### config.mk
export PLATFORM = sky130hd
export DESIGN_NAME = freq_meter_bcd
export DESIGN_NICKNAME = d
export VERILOG_FILES = /design/src/rtl/freq_meter_pkg.sv /design/src/rtl/freq_meter_bcd_cell.sv /design/src/rtl/freq_meter_bcd.sv
export SDC_FILE = /design/constraint.sdc
export NUM_CORES = 1
export LEC_CHECK = 0
export BUFFER_PORTS_ARGS = -buffer_cell sky130_fd_sc_hd__clkbuf_2
export CORE_ASPECT_RATIO = 1.1
export CORE_UTILIZATION = 32
export CTS_CLUSTER_DIAMETER = 150
export DETAILED_ROUTE_END_ITERATION = 8
export HOLD_SLACK_MARGIN = 0.12
export PLACE_DENSITY = 0.58
export SLEW_MARGIN = 0
export SYNTH_ARGS = -nofsm -noshare
export SYNTH_HDL_FRONTEND = slang
export SYNTH_SLANG_ARGS = --single-unit
export TNS_END_PERCENT = 100
### constraint.sdc
create_clock -name clk -period 4 [get_ports clk]
set_clock_uncertainty 0.2 [all_clocks]
set_input_delay 0.6 -clock clk [delete_from_list [all_inputs] [get_ports clk]]
set_output_delay 0.6 -clock clk [all_outputs]
set_load 0.02 [all_outputs]
### src/rtl/freq_meter_pkg.sv
// Shared types and constants for the BCD frequency meter.
// Pure declarations: no logic, no latency, no flow control.
package freq_meter_pkg;

    typedef enum logic [1:0] {
        IDLE    = 2'd0,
        MEASURE = 2'd1,
        LATCH   = 2'd2
    } state_t;

    localparam int         BCD_W   = 4;
    localparam logic [3:0] BCD_MAX = 4'd9;

endpackage

### src/rtl/freq_meter_bcd_cell.sv
// One decade (0..9) of the BCD edge accumulator; carry_out is combinational so the ripple settles in one cycle.
// Updates on the clock after inc/clear/load1; no backpressure, sat_hold freezes the digit at saturation.
module bcd_digit_cell
    import freq_meter_pkg::*;
(
    input  logic             clk,
    input  logic             reset,
    input  logic             clear,
    input  logic             load1,
    input  logic             inc,
    input  logic             sat_hold,
    output logic [BCD_W-1:0] digit,
    output logic             carry_out
);

    always_ff @(posedge clk or posedge reset) begin
        if (reset) begin
            digit <= '0;
        end else if (clear) begin
            digit <= '0;
        end else if (load1) begin
            digit <= 4'd1;
        end else if (inc && !sat_hold) begin
            digit <= (digit == BCD_MAX) ? 4'd0 : digit + 4'd1;
        end
    end

    assign carry_out = (digit == BCD_MAX) && inc;

endmodule

### src/rtl/freq_meter_bcd.sv
// Counts sig_in rising edges over GATE_CYCLES clocks and publishes the total as packed BCD.
// Result and valid appear one clock after the LATCH cycle; no backpressure, every window result is published.
module freq_meter_bcd
    import freq_meter_pkg::*;
#(
    parameter int GATE_CYCLES = 50000000,
    parameter int GW          = 26,
    parameter int DIGITS      = 8
) (
    input  logic                    clk,
    input  logic                    reset,
    input  logic                    en,
    input  logic                    sig_in,
    output logic [BCD_W*DIGITS-1:0] bcd_out,
    output logic                    valid,
    output logic                    overflow,
    output logic                    busy
);

    localparam logic [GW-1:0] GATE_LAST = GW'(GATE_CYCLES - 2);

    logic                    s1, s2, s3;
    logic                    sig_edge;
    state_t                  state, state_nxt;
    logic                    in_idle, in_measure, in_latch;
    logic [GW-1:0]           gate_cnt;
    logic                    sat_flag;
    logic [BCD_W*DIGITS-1:0] acc;
    logic [DIGITS:0]         inc_chain;
    logic                    all_sat;

    always_ff @(posedge clk or posedge reset) begin
        if (reset) begin
            s1 <= 1'b0;
            s2 <= 1'b0;
            s3 <= 1'b0;
        end else begin
            s1 <= sig_in;
            s2 <= s1;
            s3 <= s2;
        end
    end

    assign sig_edge = s2 & ~s3;

    always_ff @(posedge clk or posedge reset) begin
        if (reset) begin
            state <= IDLE;
        end else begin
            state <= state_nxt;
        end
    end

    always_comb begin
        state_nxt  = state;
        in_idle    = 1'b0;
        in_measure = 1'b0;
        in_latch   = 1'b0;
        case (state)
            IDLE: begin
                in_idle = 1'b1;
                if (en) state_nxt = MEASURE;
            end
            MEASURE: begin
                in_measure = 1'b1;
                if (!en)                        state_nxt = IDLE;
                else if (gate_cnt == GATE_LAST) state_nxt = LATCH;
            end
            LATCH: begin
                in_latch  = 1'b1;
                state_nxt = en ? MEASURE : IDLE;
            end
            default: state_nxt = IDLE;
        endcase
    end

    // Only advance while the window continues, so IDLE always sees a zero count.
    always_ff @(posedge clk or posedge reset) begin
        if (reset) begin
            gate_cnt <= '0;
        end else if (in_measure && state_nxt == MEASURE) begin
            gate_cnt <= gate_cnt + GW'(1);
        end else begin
            gate_cnt <= '0;
        end
    end

    // The edge seen during LATCH seeds the next window through digit 0's load1.
    assign inc_chain[0] = in_measure & sig_edge;
    assign all_sat      = inc_chain[DIGITS];

    for (genvar k = 0; k < DIGITS; k++) begin : g_digit
        logic cell_clear;
        logic cell_load1;

        if (k == 0) begin : g_lsd
            assign cell_clear = in_idle | (in_latch & ~sig_edge);
            assign cell_load1 = in_latch & sig_edge;
        end else begin : g_upper
            assign cell_clear = in_idle | in_latch;
            assign cell_load1 = 1'b0;
        end

        bcd_digit_cell u_cell (
            .clk       (clk),
            .reset     (reset),
            .clear     (cell_clear),
            .load1     (cell_load1),
            .inc       (inc_chain[k]),
            .sat_hold  (all_sat),
            .digit     (acc[k*BCD_W +: BCD_W]),
            .carry_out (inc_chain[k+1])
        );
    end

    always_ff @(posedge clk or posedge reset) begin
        if (reset) begin
            sat_flag <= 1'b0;
        end else if (!in_measure) begin
            sat_flag <= 1'b0;
        end else if (all_sat) begin
            sat_flag <= 1'b1;
        end
    end

    // valid is registered so it coincides with the new bcd_out value.
    always_ff @(posedge clk or posedge reset) begin
        if (reset) begin
            bcd_out  <= '0;
            overflow <= 1'b0;
            valid    <= 1'b0;
        end else begin
            valid <= in_latch;
            if (in_latch) begin
                bcd_out  <= acc;
                overflow <= sat_flag;
            end
        end
    end

    assign busy = (state != IDLE);

endmodule
==> report_table.html, run 1 <==
<table>
<tr><th>Metric</th><th>Value</th></tr>
<tr><th colspan="2">Synthesis</th></tr>
<tr><td>Xor and xnor area share after synthesis</td><td>4.61%</td></tr>
<tr><td>Number of different library cells in the post-synthesis netlist</td><td>54</td></tr>
<tr><td>Async set-or-reset flop fraction in the synthesized netlist</td><td>100%</td></tr>
<tr><td>Proportion of synthesized area in mux cells</td><td>7.82%</td></tr>
<tr><td>Post-synthesis sequential area ratio</td><td>51.6%</td></tr>
<tr><td>Dominant combinational cell family by area after synthesis</td><td>simple AND/OR/NAND/NOR gates</td></tr>
<tr><td>Most area-hungry cell type in the Yosys netlist</td><td>sky130_fd_sc_hd__dfrtp_1</td></tr>
<tr><td>Number of enable flip-flop cells after synthesis</td><td>0</td></tr>
<tr><td>Simple-gate share of the synthesized area</td><td>21.0%</td></tr>
<tr><td>Post-synthesis compound-gate area fraction</td><td>6.88%</td></tr>
<tr><td>Top area cells in the synthesized netlist</td><td>sky130_fd_sc_hd__dfrtp_1 52%, sky130_fd_sc_hd__mux2_2 5.9%, sky130_fd_sc_hd__ha_1 4.7%, sky130_fd_sc_hd__nor2_1 4.0%, sky130_fd_sc_hd__xnor2_1 3.5%</td></tr>
<tr><td>Post-synthesis instance area</td><td>4750 sq um</td></tr>
<tr><td>Seq cells post-synth</td><td>98</td></tr>
<tr><td>Most used flip-flop cell after synthesis</td><td>sky130_fd_sc_hd__dfrtp_1</td></tr>
<tr><td>Area share of the leading cell type in the synthesized netlist</td><td>51.6%</td></tr>
<tr><td>Cells after Synth</td><td>446</td></tr>
<tr><td>Post-Syn Area per Cell</td><td>10.6 sq um</td></tr>
<tr><td>Adder-cell share of the synthesized area</td><td>4.74%</td></tr>
<tr><td>Total of warnings raised by yosys</td><td>0</td></tr>
<tr><td>Syn nets</td><td>468</td></tr>
<tr><th colspan="2">Placement</th></tr>
<tr><td>Post-detailed-placement half-perimeter wirelength</td><td>6.72 mm</td></tr>
<tr><td>Placed Area</td><td>5120 sq um</td></tr>
<tr><td>Number of buffer cells added on primary ports</td><td>38</td></tr>
<tr><td>Final weighted congestion of routability-driven global placement</td><td>0.765</td></tr>
<tr><th colspan="2">STA</th></tr>
<tr><td>Actual slew at the worst max-slew pin</td><td>650 ps</td></tr>
<tr><td>Max Freq</td><td>383 MHz</td></tr>
<tr><td>Slew Limit Fails</td><td>0</td></tr>
<tr><td>Setup repair after global routing missed its margin</td><td>no</td></tr>
<tr><td>Minimum clock period</td><td>2610 ps</td></tr>
<tr><td>Final Cycle Share</td><td>65.3%</td></tr>
<tr><td>Max-slew headroom</td><td>56.7%</td></tr>
<tr><td>Setup-violating endpoint count in the final report</td><td>0</td></tr>
<tr><td>Sum of negative setup slack</td><td>0 ps</td></tr>
<tr><td>Number of hold-slack violations in the final timing report</td><td>0</td></tr>
<tr><th colspan="2">Route</th></tr>
<tr><td>Vias post-DR</td><td>3,398</td></tr>
<tr><td>Per-cell routed wire length</td><td>13.9 microns</td></tr>
<tr><td>Count of TritonRoute iterations in the first routing pass</td><td>4</td></tr>
<tr><td>DRT antenna net count</td><td>0</td></tr>
<tr><td>Post-DR vias/cell</td><td>5.00</td></tr>
<tr><td>Number of DRC violations after detailed-routing iteration 0</td><td>98</td></tr>
<tr><td>Wirelength, routed</td><td>9.46 mm</td></tr>
<tr><td>DRC errors left</td><td>0</td></tr>
<tr><th colspan="2">Die</th></tr>
<tr><td>Count of standard-cell rows</td><td>46</td></tr>
<tr><td>Placeable Area</td><td>14,400 sq um</td></tr>
<tr><td>Die Width</td><td>118 microns</td></tr>
<tr><td>Initial Util</td><td>32.9%</td></tr>
<tr><td>Height of the chip</td><td>130 microns</td></tr>
<tr><td>Total I/O pin count</td><td>39</td></tr>
<tr><td>Die outline area</td><td>15,300 sq um</td></tr>
<tr><th colspan="2">Clocking</th></tr>
<tr><td>Root Driver</td><td>sky130_fd_sc_hd__clkbuf_16</td></tr>
<tr><td>Clock net sink count</td><td>98</td></tr>
<tr><td>TritonCTS clock tree</td><td>yes</td></tr>
<tr><td>Clock latency of the later-clocked register in the worst-skew pair</td><td>350 ps</td></tr>
<tr><td>Clock-pin slew reported for the worst setup and hold paths after clock tree synthesis</td><td>70 ps</td></tr>
<tr><td>Max H-tree Level</td><td>3</td></tr>
<tr><td>Inserted Clock Buffers</td><td>9</td></tr>
<tr><td>Maximum buffer depth of the clock tree</td><td>2</td></tr>
<tr><th colspan="2">Final layout</th></tr>
<tr><td>Most frequent standard cell in the layout excluding fill and tap cells</td><td>sky130_fd_sc_hd__dfrtp_1</td></tr>
<tr><td>Diode insertion count for antenna repair</td><td>0</td></tr>
<tr><td>Design Area, Final</td><td>5440 sq um</td></tr>
<tr><td>Share of layout cells above drive strength 1</td><td>19.5%</td></tr>
<tr><td>Commonest non-fill, non-tap cells in the layout</td><td>98 x sky130_fd_sc_hd__dfrtp_1, 50 x sky130_fd_sc_hd__nor2_1, 39 x sky130_fd_sc_hd__nand2_1</td></tr>
<tr><td>Sequential standard cell area</td><td>2450 sq um</td></tr>
<tr><td>Total area of multi-input combinational cells</td><td>2140 sq um</td></tr>
<tr><td>Synthesis-to-finish area growth</td><td>14.5%</td></tr>
<tr><td>Count of filler cells inserted in the layout</td><td>1,438</td></tr>
<tr><td>NumNets Final</td><td>505</td></tr>
<tr><th colspan="2">Critical path</th></tr>
<tr><td>Critical path start-end classification</td><td>flop to flop</td></tr>
<tr><td>Critical path origin</td><td>state[0]</td></tr>
<tr><td>Reg2Reg Launch Point</td><td>state[0]</td></tr>
<tr><td>CP required</td><td>4060 ps</td></tr>
<tr><td>Crit path to</td><td>gate_cnt[5]</td></tr>
<tr><td>Flop-to-flop setup slack</td><td>1390 ps</td></tr>
<tr><td>Reg-to-reg endpoint</td><td>gate_cnt[5]</td></tr>
<tr><td>R2r worst-path depth</td><td>4</td></tr>
<tr><td>Crit end category</td><td>flop</td></tr>
<tr><td>Maximum fanout along the worst path</td><td>26</td></tr>
<tr><td>Critical path arrival</td><td>2680 ps</td></tr>
<tr><td>Type of element launching the critical path</td><td>flop</td></tr>
<tr><th colspan="2">Global routing</th></tr>
<tr><td>Maximum number of pins on one net before global-route repair</td><td>47</td></tr>
<tr><td>Aggregate global routing overflow</td><td>0</td></tr>
<tr><td>Number of global-route vias before repair</td><td>3,471</td></tr>
<tr><td>Global router's overall resource usage</td><td>13.7%</td></tr>
<tr><td>Number of antenna violations at the first check in global routing</td><td>0</td></tr>
<tr><td>First-pass GRT wire length</td><td>16.5 mm</td></tr>
<tr><th colspan="2">Power</th></tr>
<tr><td>Proportion of power drawn by combinational gates</td><td>2.4%</td></tr>
<tr><td>Reported net switching power</td><td>0.422 mW</td></tr>
<tr><td>Leakage power figure</td><td>2.50 nW</td></tr>
<tr><td>Relative contribution of sequential cells to total power</td><td>51.8%</td></tr>
<tr><td>Pwr per Cell Area</td><td>355 nW/um^2</td></tr>
<tr><td>Fraction of power spent switching nets</td><td>21.8%</td></tr>
<tr><td>Total power after layout</td><td>1.93 mW</td></tr>
<tr><td>Cell Int Power</td><td>1.51 mW</td></tr>
<tr><td>Clock network fraction of total power</td><td>45.8%</td></tr>
<tr><td>Largest voltage drop on the vdd net</td><td>507 uV</td></tr>
<tr><th colspan="2">Min path</th></tr>
<tr><td>Class of the tightest hold or removal check</td><td>flop to flop</td></tr>
<tr><th colspan="2">Outcome</th></tr>
<tr><td>Status</td><td>complete, no violations</td></tr>
<tr><th colspan="2">Job</th></tr>
<tr><td>Max-Cap Viols</td><td>0</td></tr>
</table>
## kinds of logic after synthesis
group	Yosys count
simple gates	184
flops	98
compound gates	52
buf+inv	35
mux	34
xor+xnor	25
fa+ha+maj	18
## through the flow
| step | utilization, % | cells | setup WS (ps) | hold slack [ps] |
|---|---|---|---|---|
| 3_3_place_gp | 35.5 | 663 | 1470 | 139 |
| 2_1_floorplan | - | 446 | 638 | 131 |
| 6_report | 37.7 | 680 | 1390 | 151 |
| 4_1_cts | 37.7 | 680 | 1360 | 150 |
| 5_1_grt | 37.7 | 680 | 1120 | 153 |
| 3_5_place_dp | 35.5 | 663 | 1370 | 140 |
## cell usage after synthesis (10+ instances only)
library cell                n
sky130_fd_sc_hd__nand2_1   39
sky130_fd_sc_hd__clkbuf_1  10
sky130_fd_sc_hd__ha_1      18
sky130_fd_sc_hd__xnor2_1   19
sky130_fd_sc_hd__nor2_1    50
sky130_fd_sc_hd__o21ai_0   18
sky130_fd_sc_hd__nand4_1   10
sky130_fd_sc_hd__nand3_1   21
sky130_fd_sc_hd__dfrtp_1   98
sky130_fd_sc_hd__or3_1     12
sky130_fd_sc_hd__inv_1     16
sky130_fd_sc_hd__mux2_2    25
sky130_fd_sc_hd__a21oi_1   12
## power groups by stage
stage,clock [mW],sequential [mW],combinational [mW]
2_1_floorplan,0,1.02,0.0360
3_3_place_gp,0,1.02,0.0473
3_5_place_dp,0,1.02,0.0475
4_1_cts,0.915,1.00,0.0484
5_1_grt,0.955,1.00,0.0542
6_report,0.886,1.00,0.0460
## how the worst min path moves through the flow
stage                     startpoint  end  slack, ps  cells past startpoint
after global routing          sig_in   s1        150                      1
after global placement            s1   s2        140                      0
after floorplan                   s1   s2        130                      0
final                             s1   s2        150                      0
after detailed placement          s1   s2        140                      0
after CTS                     sig_in   s1        150                      1
## critical path, cell delays in order (launching register included)
cell and delay [ps]:
sky130_fd_sc_hd__dfrtp_1 760, sky130_fd_sc_hd__clkinv_1 480, sky130_fd_sc_hd__nor2_1 330, sky130_fd_sc_hd__nand3_2 480, sky130_fd_sc_hd__nor2_1 270
## state kept, by name, summed over array words and instances, names as in the netlist
signal	count
bcd_out	32
overflow	1
gate_cnt	26
g_digit.u_cell.digit	32
valid	1
s2	1
state	2
sat_flag	1
s1	1
s3	1
## per-layer routing
layer | track usage (%) | wire [microns] | up-vias
met5 | 0 | 0 | -
met4 | 5.81 | 154 | 0
met3 | 4.46 | 409 | 13
met2 | 23.8 | 4720 | 51
met1 | 15.6 | 4180 | 1702
li1 | - | - | 1632
## repair_timing
action                                 CTS  global route
resized for setup                        0             0
hold buffers                             1             0
endpoints found under the hold margin   25             0
setup buffers                            0             0
## layout make-up
class                   count  share of cell area, %
flip-flops and latches     98                   45.1
multi-input cells         313                   39.3
clock buffers              11                   4.46
well taps                 192                   4.42
repair buffers             44                   4.37
inverters                  17                   1.22
clock inverters             5                   1.15
Note: power is estimated with default switching activity, not from simulation.
==> run 2: changes to the inputs <==
==> constraint.sdc (replaced) <==
create_clock -name clk -period 2.5 [get_ports clk]
set_clock_uncertainty 0.2 [all_clocks]
set_input_delay 0.375 -clock clk [delete_from_list [all_inputs] [get_ports clk]]
set_output_delay 0.375 -clock clk [all_outputs]
set_load 0.02 [all_outputs]
==> run 2 against run 1 <==
- first-iteration DRC count is 14% higher
- sequential share of layout area decreased by 0.87 points
- sequential cell count did not move
- clock-buffer cell count is 3 higher
- largest cell class unchanged
- largest power group unchanged
==> report_table.html, run 2 (synthesis results as in run 1) <==
<table>
<tr><th>Metric</th><th>Value</th></tr>
<tr><th colspan="2">Critical path</th></tr>
<tr><td>Critical path origin</td><td>g_digit[7].u_cell.digit[1]</td></tr>
<tr><td>Crit end category</td><td>flop</td></tr>
<tr><td>Slowest stage cell, crit path</td><td>sky130_fd_sc_hd__o211ai_1</td></tr>
<tr><td>Reg2Reg Launch Point</td><td>g_digit[7].u_cell.digit[1]</td></tr>
<tr><td>Type of element launching the critical path</td><td>flop</td></tr>
<tr><td>CP required</td><td>2530 ps</td></tr>
<tr><td>Flop-to-flop setup slack</td><td>190 ps</td></tr>
<tr><td>Critical path start-end classification</td><td>flop to flop</td></tr>
<tr><td>CP peak stage delay</td><td>490 ps</td></tr>
<tr><td>Maximum fanout along the worst path</td><td>7</td></tr>
<tr><td>Critical path arrival</td><td>2350 ps</td></tr>
<tr><td>Cells along the critical path</td><td>inv_1, ha_1, nand3b_1, or3_1, o211ai_1, mux2i_1, nor2_1</td></tr>
<tr><th colspan="2">Power</th></tr>
<tr><td>Leakage power figure</td><td>2.55 nW</td></tr>
<tr><td>Largest voltage drop on the vdd net</td><td>283 uV</td></tr>
<tr><td>Pwr per Cell Area</td><td>559 nW/um^2</td></tr>
<tr><th colspan="2">Die</th></tr>
<tr><td>Die Width</td><td>118 microns</td></tr>
<tr><td>Initial Util</td><td>32.9%</td></tr>
<tr><td>Total I/O pin count</td><td>39</td></tr>
<tr><td>Count of standard-cell rows</td><td>46</td></tr>
<tr><td>Die outline area</td><td>15,300 sq um</td></tr>
<tr><td>Height of the chip</td><td>130 microns</td></tr>
<tr><td>Placeable Area</td><td>14,400 sq um</td></tr>
<tr><th colspan="2">Final layout</th></tr>
<tr><td>Total area of multi-input combinational cells</td><td>2140 sq um</td></tr>
<tr><td>Filler-free cell count of the finished design</td><td>689</td></tr>
<tr><td>Commonest non-fill, non-tap cells in the layout</td><td>98 x sky130_fd_sc_hd__dfrtp_1, 50 x sky130_fd_sc_hd__nor2_1, 39 x sky130_fd_sc_hd__nand2_1</td></tr>
<tr><td>Count of filler cells inserted in the layout</td><td>1,417</td></tr>
<tr><td>Synthesis-to-finish area growth</td><td>16.8%</td></tr>
<tr><td>Share of layout cells above drive strength 1</td><td>20.5%</td></tr>
<tr><td>Registers with the most flip-flops</td><td>bcd_out (32), g_digit.u_cell.digit (32), gate_cnt (26)</td></tr>
<tr><td>NumNets Final</td><td>514</td></tr>
<tr><td>Sequential standard cell area</td><td>2450 sq um</td></tr>
<tr><td>Most frequent standard cell in the layout excluding fill and tap cells</td><td>sky130_fd_sc_hd__dfrtp_1</td></tr>
<tr><td>Diode insertion count for antenna repair</td><td>0</td></tr>
<tr><td>Fin util</td><td>38.4%</td></tr>
<tr><th colspan="2">STA</th></tr>
<tr><td>Minimum clock period</td><td>2310 ps</td></tr>
<tr><td>Max-slew headroom</td><td>55.3%</td></tr>
<tr><td>Number of hold-slack violations in the final timing report</td><td>0</td></tr>
<tr><td>Final Cycle Share</td><td>92.6%</td></tr>
<tr><td>Max Freq</td><td>432 MHz</td></tr>
<tr><td>Fin Hold WS</td><td>153 ps</td></tr>
<tr><td>Actual slew at the worst max-slew pin</td><td>669 ps</td></tr>
<tr><td>Slew Limit Fails</td><td>0</td></tr>
<tr><td>Sum of negative setup slack</td><td>0 ps</td></tr>
<tr><td>Setup repair after global routing missed its margin</td><td>no</td></tr>
<tr><td>Setup-violating endpoint count in the final report</td><td>0</td></tr>
<tr><td>Final worst setup slack</td><td>185 ps</td></tr>
<tr><th colspan="2">Clocking</th></tr>
<tr><td>TritonCTS clock tree</td><td>yes</td></tr>
<tr><td>Maximum buffer depth of the clock tree</td><td>2</td></tr>
<tr><td>Max H-tree Level</td><td>3</td></tr>
<tr><td>Clock-pin slew reported for the worst setup and hold paths after clock tree synthesis</td><td>70 ps</td></tr>
<tr><td>Inserted Clock Buffers</td><td>9</td></tr>
<tr><td>Clock net sink count</td><td>98</td></tr>
<tr><td>Root Driver</td><td>sky130_fd_sc_hd__clkbuf_16</td></tr>
<tr><td>Clock latency of the later-clocked register in the worst-skew pair</td><td>350 ps</td></tr>
<tr><th colspan="2">Route</th></tr>
<tr><td>Wirelength, routed</td><td>9.62 mm</td></tr>
<tr><td>Number of DRC violations after detailed-routing iteration 0</td><td>112</td></tr>
<tr><td>Post-DR vias/cell</td><td>4.89</td></tr>
<tr><td>Count of TritonRoute iterations in the first routing pass</td><td>4</td></tr>
<tr><td>Vias post-DR</td><td>3,370</td></tr>
<tr><td>DRT antenna net count</td><td>0</td></tr>
<tr><td>DRC errors left</td><td>0</td></tr>
<tr><td>Per-cell routed wire length</td><td>14.0 microns</td></tr>
<tr><th colspan="2">Job</th></tr>
<tr><td>Max-Cap Viols</td><td>0</td></tr>
<tr><th colspan="2">Min path</th></tr>
<tr><td>Hold path start</td><td>s1</td></tr>
<tr><td>Class of the tightest hold or removal check</td><td>flop to flop</td></tr>
<tr><th colspan="2">Global routing</th></tr>
<tr><td>Aggregate global routing overflow</td><td>0</td></tr>
<tr><td>Number of global-route vias before repair</td><td>3,371</td></tr>
<tr><td>Number of antenna violations at the first check in global routing</td><td>0</td></tr>
<tr><td>Maximum number of pins on one net before global-route repair</td><td>41</td></tr>
<tr><td>Global router's overall resource usage</td><td>14.0%</td></tr>
<tr><td>First-pass GRT wire length</td><td>16.9 mm</td></tr>
<tr><th colspan="2">Placement</th></tr>
<tr><td>Inst Count DP</td><td>668</td></tr>
<tr><td>Pre-CTS setup slack</td><td>164 ps</td></tr>
<tr><td>Number of buffer cells added on primary ports</td><td>38</td></tr>
<tr><td>Final weighted congestion of routability-driven global placement</td><td>0.791</td></tr>
<tr><td>Post-detailed-placement half-perimeter wirelength</td><td>6.74 mm</td></tr>
<tr><th colspan="2">Outcome</th></tr>
<tr><td>Status</td><td>complete, no violations</td></tr>
</table>
run 2: layout make-up:
cell class / instances / area share [%]
repair buffers: 53 / 6.27
clock buffers: 14 / 4.76
inverters: 17 / 1.22
clock inverters: 2 / 0.631
flip-flops and latches: 98 / 44.2
well taps: 192 / 4.33
multi-input cells: 313 / 38.6
run 2: metal layers:
layer	vias to the layer above	track usage (%)	part of all wire [%]
met5	-	0	0
met4	0	6.86	2.4
met3	16	2.71	2.8
met2	51	24.0	48
met1	1647	17.1	46
li1	1656	-	-
run 2: power breakdown:
| part | total (mW) | leakage (nW) | internal (mW) | switching, mW |
|---|---|---|---|---|
| clock network | 1.41 | 0.147 | 0.830 | 0.578 |
| logic | 0.0921 | 1.05 | 0.0273 | 0.0648 |
| registers | 1.60 | 1.36 | 1.59 | 0.00646 |
| total | 3.10 | 2.55 | 2.45 | 0.649 |
run 2: per-stage QoR:
stage	area (sq um)	total power, mW
2_1_floorplan	4750	1.68
3_3_place_gp	5200	1.72
4_1_cts	5530	3.15
6_report	5550	3.10
5_1_grt	5550	3.22
3_5_place_dp	5200	1.72
run 2: path summary, 6_finish.rpt:
kind,to,cells past startpoint
worst max-delay path,g_digit[2].u_cell.digit[0],7
worst min-delay path,s2,0
worst max register to register,g_digit[2].u_cell.digit[0],7
worst min register to register,s2,0
max in group asynchronous,bcd_out[23],4
min in group asynchronous,s1,3
run 2: what timing repair did:
item / in CTS / in global routing
hold buffers: 3 / 0
setup endpoints to repair: 0 / 3
buffers inserted: 0 / 2
endpoints found under the hold margin: 29 / 0
resized for setup: 0 / 2
run 2: worst max-delay path, delay by kind of cell, from the launching register on:
| kind | cells | cell delay, ps |
|---|---|---|
| AOI/OAI and AO/OA | 1 | 490 |
| adders and majority gates | 1 | 160 |
| buffers and inverters | 1 | 130 |
| DFF | 1 | 410 |
| muxes | 1 | 240 |
| and+or+nand+nor | 3 | 560 |
==> run 3: changes to the inputs <==
--- a/config.mk
+++ b/config.mk
@@ -5,13 +5,14 @@
 export SDC_FILE = /design/constraint.sdc
 export NUM_CORES = 1
 export LEC_CHECK = 0
+export ABC_AREA = 1
 export BUFFER_PORTS_ARGS = -buffer_cell sky130_fd_sc_hd__clkbuf_2
 export CORE_ASPECT_RATIO = 1.1
-export CORE_UTILIZATION = 32
+export CORE_UTILIZATION = 45
 export CTS_CLUSTER_DIAMETER = 150
 export DETAILED_ROUTE_END_ITERATION = 8
 export HOLD_SLACK_MARGIN = 0.12
-export PLACE_DENSITY = 0.58
+export PLACE_DENSITY = 0.73
 export SLEW_MARGIN = 0
 export SYNTH_ARGS = -nofsm -noshare
 export SYNTH_HDL_FRONTEND = slang
==> run 3 against run 2 <==
- sequential power about the same
- setup slack worse by 54 ps
- area after synthesis up 1.1%
- register-to-register slack worse by 50 ps
- global-route usage up 5.1 points
- sequential share of layout area down 0.66 points
- largest power group unchanged
==> report_table.html, run 3 <==
<table>
<tr><th>Metric</th><th>Value</th></tr>
<tr><th colspan="2">Critical path</th></tr>
<tr><td>Maximum fanout along the worst path</td><td>8</td></tr>
<tr><td>Crit end category</td><td>flop</td></tr>
<tr><td>Critical path arrival</td><td>2400 ps</td></tr>
<tr><td>Critical path start-end classification</td><td>flop to flop</td></tr>
<tr><td>CP required</td><td>2530 ps</td></tr>
<tr><td>Type of element launching the critical path</td><td>flop</td></tr>
<tr><td>R2r worst-path depth</td><td>10</td></tr>
<tr><th colspan="2">Route</th></tr>
<tr><td>Per-cell routed wire length</td><td>12.5 microns</td></tr>
<tr><td>Vias post-DR</td><td>3,904</td></tr>
<tr><td>DRC errors left</td><td>0</td></tr>
<tr><td>DRT antenna net count</td><td>0</td></tr>
<tr><td>Count of TritonRoute iterations in the first routing pass</td><td>6</td></tr>
<tr><td>Number of DRC violations after detailed-routing iteration 0</td><td>249</td></tr>
<tr><td>Post-DR vias/cell</td><td>5.04</td></tr>
<tr><td>Wirelength, routed</td><td>9.71 mm</td></tr>
<tr><th colspan="2">Die</th></tr>
<tr><td>Height of the chip</td><td>110 microns</td></tr>
<tr><td>Total I/O pin count</td><td>39</td></tr>
<tr><td>Count of standard-cell rows</td><td>39</td></tr>
<tr><td>Die Width</td><td>100 microns</td></tr>
<tr><td>Die outline area</td><td>11,100 sq um</td></tr>
<tr><td>Initial Util</td><td>46.2%</td></tr>
<tr><td>Placeable Area</td><td>10,400 sq um</td></tr>
<tr><th colspan="2">STA</th></tr>
<tr><td>Minimum clock period</td><td>2370 ps</td></tr>
<tr><td>Slew Limit Fails</td><td>0</td></tr>
<tr><td>Max Freq</td><td>422 MHz</td></tr>
<tr><td>Actual slew at the worst max-slew pin</td><td>592 ps</td></tr>
<tr><td>Final Cycle Share</td><td>94.7%</td></tr>
<tr><td>Fin Hold WS</td><td>149 ps</td></tr>
<tr><td>Final worst setup slack</td><td>132 ps</td></tr>
<tr><td>Number of hold-slack violations in the final timing report</td><td>0</td></tr>
<tr><td>Setup repair after global routing missed its margin</td><td>no</td></tr>
<tr><td>Sum of negative setup slack</td><td>0 ps</td></tr>
<tr><td>Max-slew headroom</td><td>60.5%</td></tr>
<tr><td>Setup-violating endpoint count in the final report</td><td>0</td></tr>
<tr><th colspan="2">Clocking</th></tr>
<tr><td>Clock net sink count</td><td>98</td></tr>
<tr><td>Maximum buffer depth of the clock tree</td><td>2</td></tr>
<tr><td>Inserted Clock Buffers</td><td>9</td></tr>
<tr><td>TritonCTS clock tree</td><td>yes</td></tr>
<tr><td>Max H-tree Level</td><td>3</td></tr>
<tr><td>Clock-pin slew reported for the worst setup and hold paths after clock tree synthesis</td><td>70 ps</td></tr>
<tr><td>Root Driver</td><td>sky130_fd_sc_hd__clkbuf_16</td></tr>
<tr><td>Clock latency of the later-clocked register in the worst-skew pair</td><td>340 ps</td></tr>
<tr><th colspan="2">Final layout</th></tr>
<tr><td>Most frequent standard cell in the layout excluding fill and tap cells</td><td>sky130_fd_sc_hd__nand2_1</td></tr>
<tr><td>NumNets Final</td><td>649</td></tr>
<tr><td>Synthesis-to-finish area growth</td><td>17.4%</td></tr>
<tr><td>Share of layout cells above drive strength 1</td><td>14.4%</td></tr>
<tr><td>Design Area, Final</td><td>5630 sq um</td></tr>
<tr><td>Diode insertion count for antenna repair</td><td>0</td></tr>
<tr><td>Commonest non-fill, non-tap cells in the layout</td><td>158 x sky130_fd_sc_hd__nand2_1, 97 x sky130_fd_sc_hd__dfrtp_1, 67 x sky130_fd_sc_hd__nor2_1</td></tr>
<tr><td>Filler-free cell count of the finished design</td><td>775</td></tr>
<tr><td>Registers with the most flip-flops</td><td>bcd_out (32), g_digit.u_cell.digit (32), gate_cnt (26)</td></tr>
<tr><th colspan="2">Synthesis</th></tr>
<tr><td>Number of different library cells in the post-synthesis netlist</td><td>23</td></tr>
<tr><td>Async set-or-reset flop fraction in the synthesized netlist</td><td>100%</td></tr>
<tr><td>Area share of the leading cell type in the synthesized netlist</td><td>51.1%</td></tr>
<tr><td>Cells after Synth</td><td>575</td></tr>
<tr><td>Top cells by instance count after synthesis</td><td>164 x sky130_fd_sc_hd__nand2_1, 98 x sky130_fd_sc_hd__dfrtp_1, 69 x sky130_fd_sc_hd__nor2_1</td></tr>
<tr><td>Post-synthesis instance area</td><td>4800 sq um</td></tr>
<tr><td>Top area cells in the synthesized netlist</td><td>sky130_fd_sc_hd__dfrtp_1 51%, sky130_fd_sc_hd__nand2_1 13%, sky130_fd_sc_hd__nor2_1 5.4%, sky130_fd_sc_hd__nand3_1 5.1%, sky130_fd_sc_hd__ha_1 4.7%</td></tr>
<tr><td>Count leader, synth</td><td>sky130_fd_sc_hd__nand2_1</td></tr>
<tr><td>Total of warnings raised by yosys</td><td>0</td></tr>
<tr><td>Most used flip-flop cell after synthesis</td><td>sky130_fd_sc_hd__dfrtp_1</td></tr>
<tr><td>Syn nets</td><td>597</td></tr>
<tr><td>Post-synthesis sequential area ratio</td><td>51.1%</td></tr>
<tr><td>Post-Syn Area per Cell</td><td>8.35 sq um</td></tr>
<tr><td>Most area-hungry cell type in the Yosys netlist</td><td>sky130_fd_sc_hd__dfrtp_1</td></tr>
<tr><td>Number of enable flip-flop cells after synthesis</td><td>0</td></tr>
<tr><td>Seq cells post-synth</td><td>98</td></tr>
<tr><th colspan="2">Min path</th></tr>
<tr><td>Number of stages on the worst hold path</td><td>0</td></tr>
<tr><td>Class of the tightest hold or removal check</td><td>flop to flop</td></tr>
<tr><th colspan="2">Global routing</th></tr>
<tr><td>Global router's overall resource usage</td><td>19.1%</td></tr>
<tr><td>Aggregate global routing overflow</td><td>0</td></tr>
<tr><td>Maximum number of pins on one net before global-route repair</td><td>99</td></tr>
<tr><td>First-pass GRT wire length</td><td>16.7 mm</td></tr>
<tr><td>Number of antenna violations at the first check in global routing</td><td>0</td></tr>
<tr><td>Number of global-route vias before repair</td><td>3,766</td></tr>
<tr><th colspan="2">Placement</th></tr>
<tr><td>Post-detailed-placement half-perimeter wirelength</td><td>6.66 mm</td></tr>
<tr><td>Inst Count DP</td><td>751</td></tr>
<tr><td>Placed Area</td><td>5190 sq um</td></tr>
<tr><td>Final weighted congestion of routability-driven global placement</td><td>0.923</td></tr>
<tr><td>Pre-CTS setup slack</td><td>90.9 ps</td></tr>
<tr><td>Number of buffer cells added on primary ports</td><td>38</td></tr>
<tr><th colspan="2">Power</th></tr>
<tr><td>Leakage power figure</td><td>2.93 nW</td></tr>
<tr><td>Pwr per Cell Area</td><td>553 nW/um^2</td></tr>
<tr><td>Largest voltage drop on the vdd net</td><td>265 uV</td></tr>
<tr><th colspan="2">Outcome</th></tr>
<tr><td>Status</td><td>complete, no violations</td></tr>
<tr><th colspan="2">Job</th></tr>
<tr><td>Max-Cap Viols</td><td>0</td></tr>
</table>
## run 3: worst paths after layout
| path | endpoint | start | slack, ps |
|---|---|---|---|
| max in group asynchronous | g_digit[5].u_cell.digit[3] | reset | 1130 |
| setup reg to reg | g_digit[1].u_cell.digit[3] | g_digit[1].u_cell.digit[0] | 130 |
| setup / recovery | g_digit[1].u_cell.digit[3] | g_digit[1].u_cell.digit[0] | 130 |
| hold reg to reg | s2 | s1 | 150 |
| hold / removal | s2 | s1 | 150 |
| min in group asynchronous | bcd_out[29] | reset | 440 |
## run 3: worst max-delay path: stages, from the launching register on
cell                      delay, ps
sky130_fd_sc_hd__dfrtp_1        460
sky130_fd_sc_hd__ha_1           180
sky130_fd_sc_hd__nand2_1         60
sky130_fd_sc_hd__nor2_2         200
sky130_fd_sc_hd__nand4_4        160
sky130_fd_sc_hd__nor3_4         310
sky130_fd_sc_hd__buf_4          180
sky130_fd_sc_hd__nand4_4        170
sky130_fd_sc_hd__buf_4          200
sky130_fd_sc_hd__nand4_1         80
sky130_fd_sc_hd__nand2_1         60
## run 3: timing repair
item                                    CTS  global route
endpoints found under the hold margin   101             0
gates resized for setup                   0            14
endpoints found under the setup margin    0            29
setup buffers                             0             4
hold buffers                              3             0
## run 3: logic make-up (layout without fill, tap and decap cells)
kind of cell | after synthesis | in the layout | share of synthesized area, %
AND/OR/NAND/NOR | 328 | 329 | 29.6
flip-flops | 98 | 98 | 51.1
buffers and inverters | 70 | 126 | 5.50
XOR/XNOR | 34 | 34 | 6.20
AO/OA/AOI/OAI | 27 | 27 | 2.92
adder cells (fa/ha/maj) | 18 | 18 | 4.69
## run 3: area by class of cell
cell class / instances / area (sq um)
Sequential cell: 98 / 2450
Timing Repair Buffer: 53 / 323
Tap cell: 143 / 179
Multi-Input combinational cell: 408 / 2150
Inverter: 57 / 218
Clock inverter: 5 / 60.1
Fill cell: 942 / 4760
Clock buffer: 11 / 253
## run 3: stage by stage
stage | total power [mW] | utilization [%]
global route | 3.23 | 54.2
finish | 3.12 | 54.2
global placement | 1.71 | 50.0
CTS | 3.15 | 53.3
floorplan | 1.69 | -
detailed placement | 1.72 | 50.0
## run 3: per-layer routing
| layer | global-route usage [%] | share of wire (%) | vias to the layer above |
|---|---|---|---|
| li1 | - | - | 1938 |
| met1 | 23.3 | 44 | 1857 |
| met2 | 33.3 | 50 | 96 |
| met3 | 3.97 | 4.2 | 13 |
| met4 | 7.66 | 1.8 | 0 |
| met5 | 0 | 0 | - |
## run 3: where the power goes
part	switching (mW)	total (mW)	leakage, nW	internal [mW]
combinational	0.0675	0.0892	1.42	0.0217
sequential	0.00608	1.60	1.36	1.59
clock	0.596	1.43	0.152	0.834
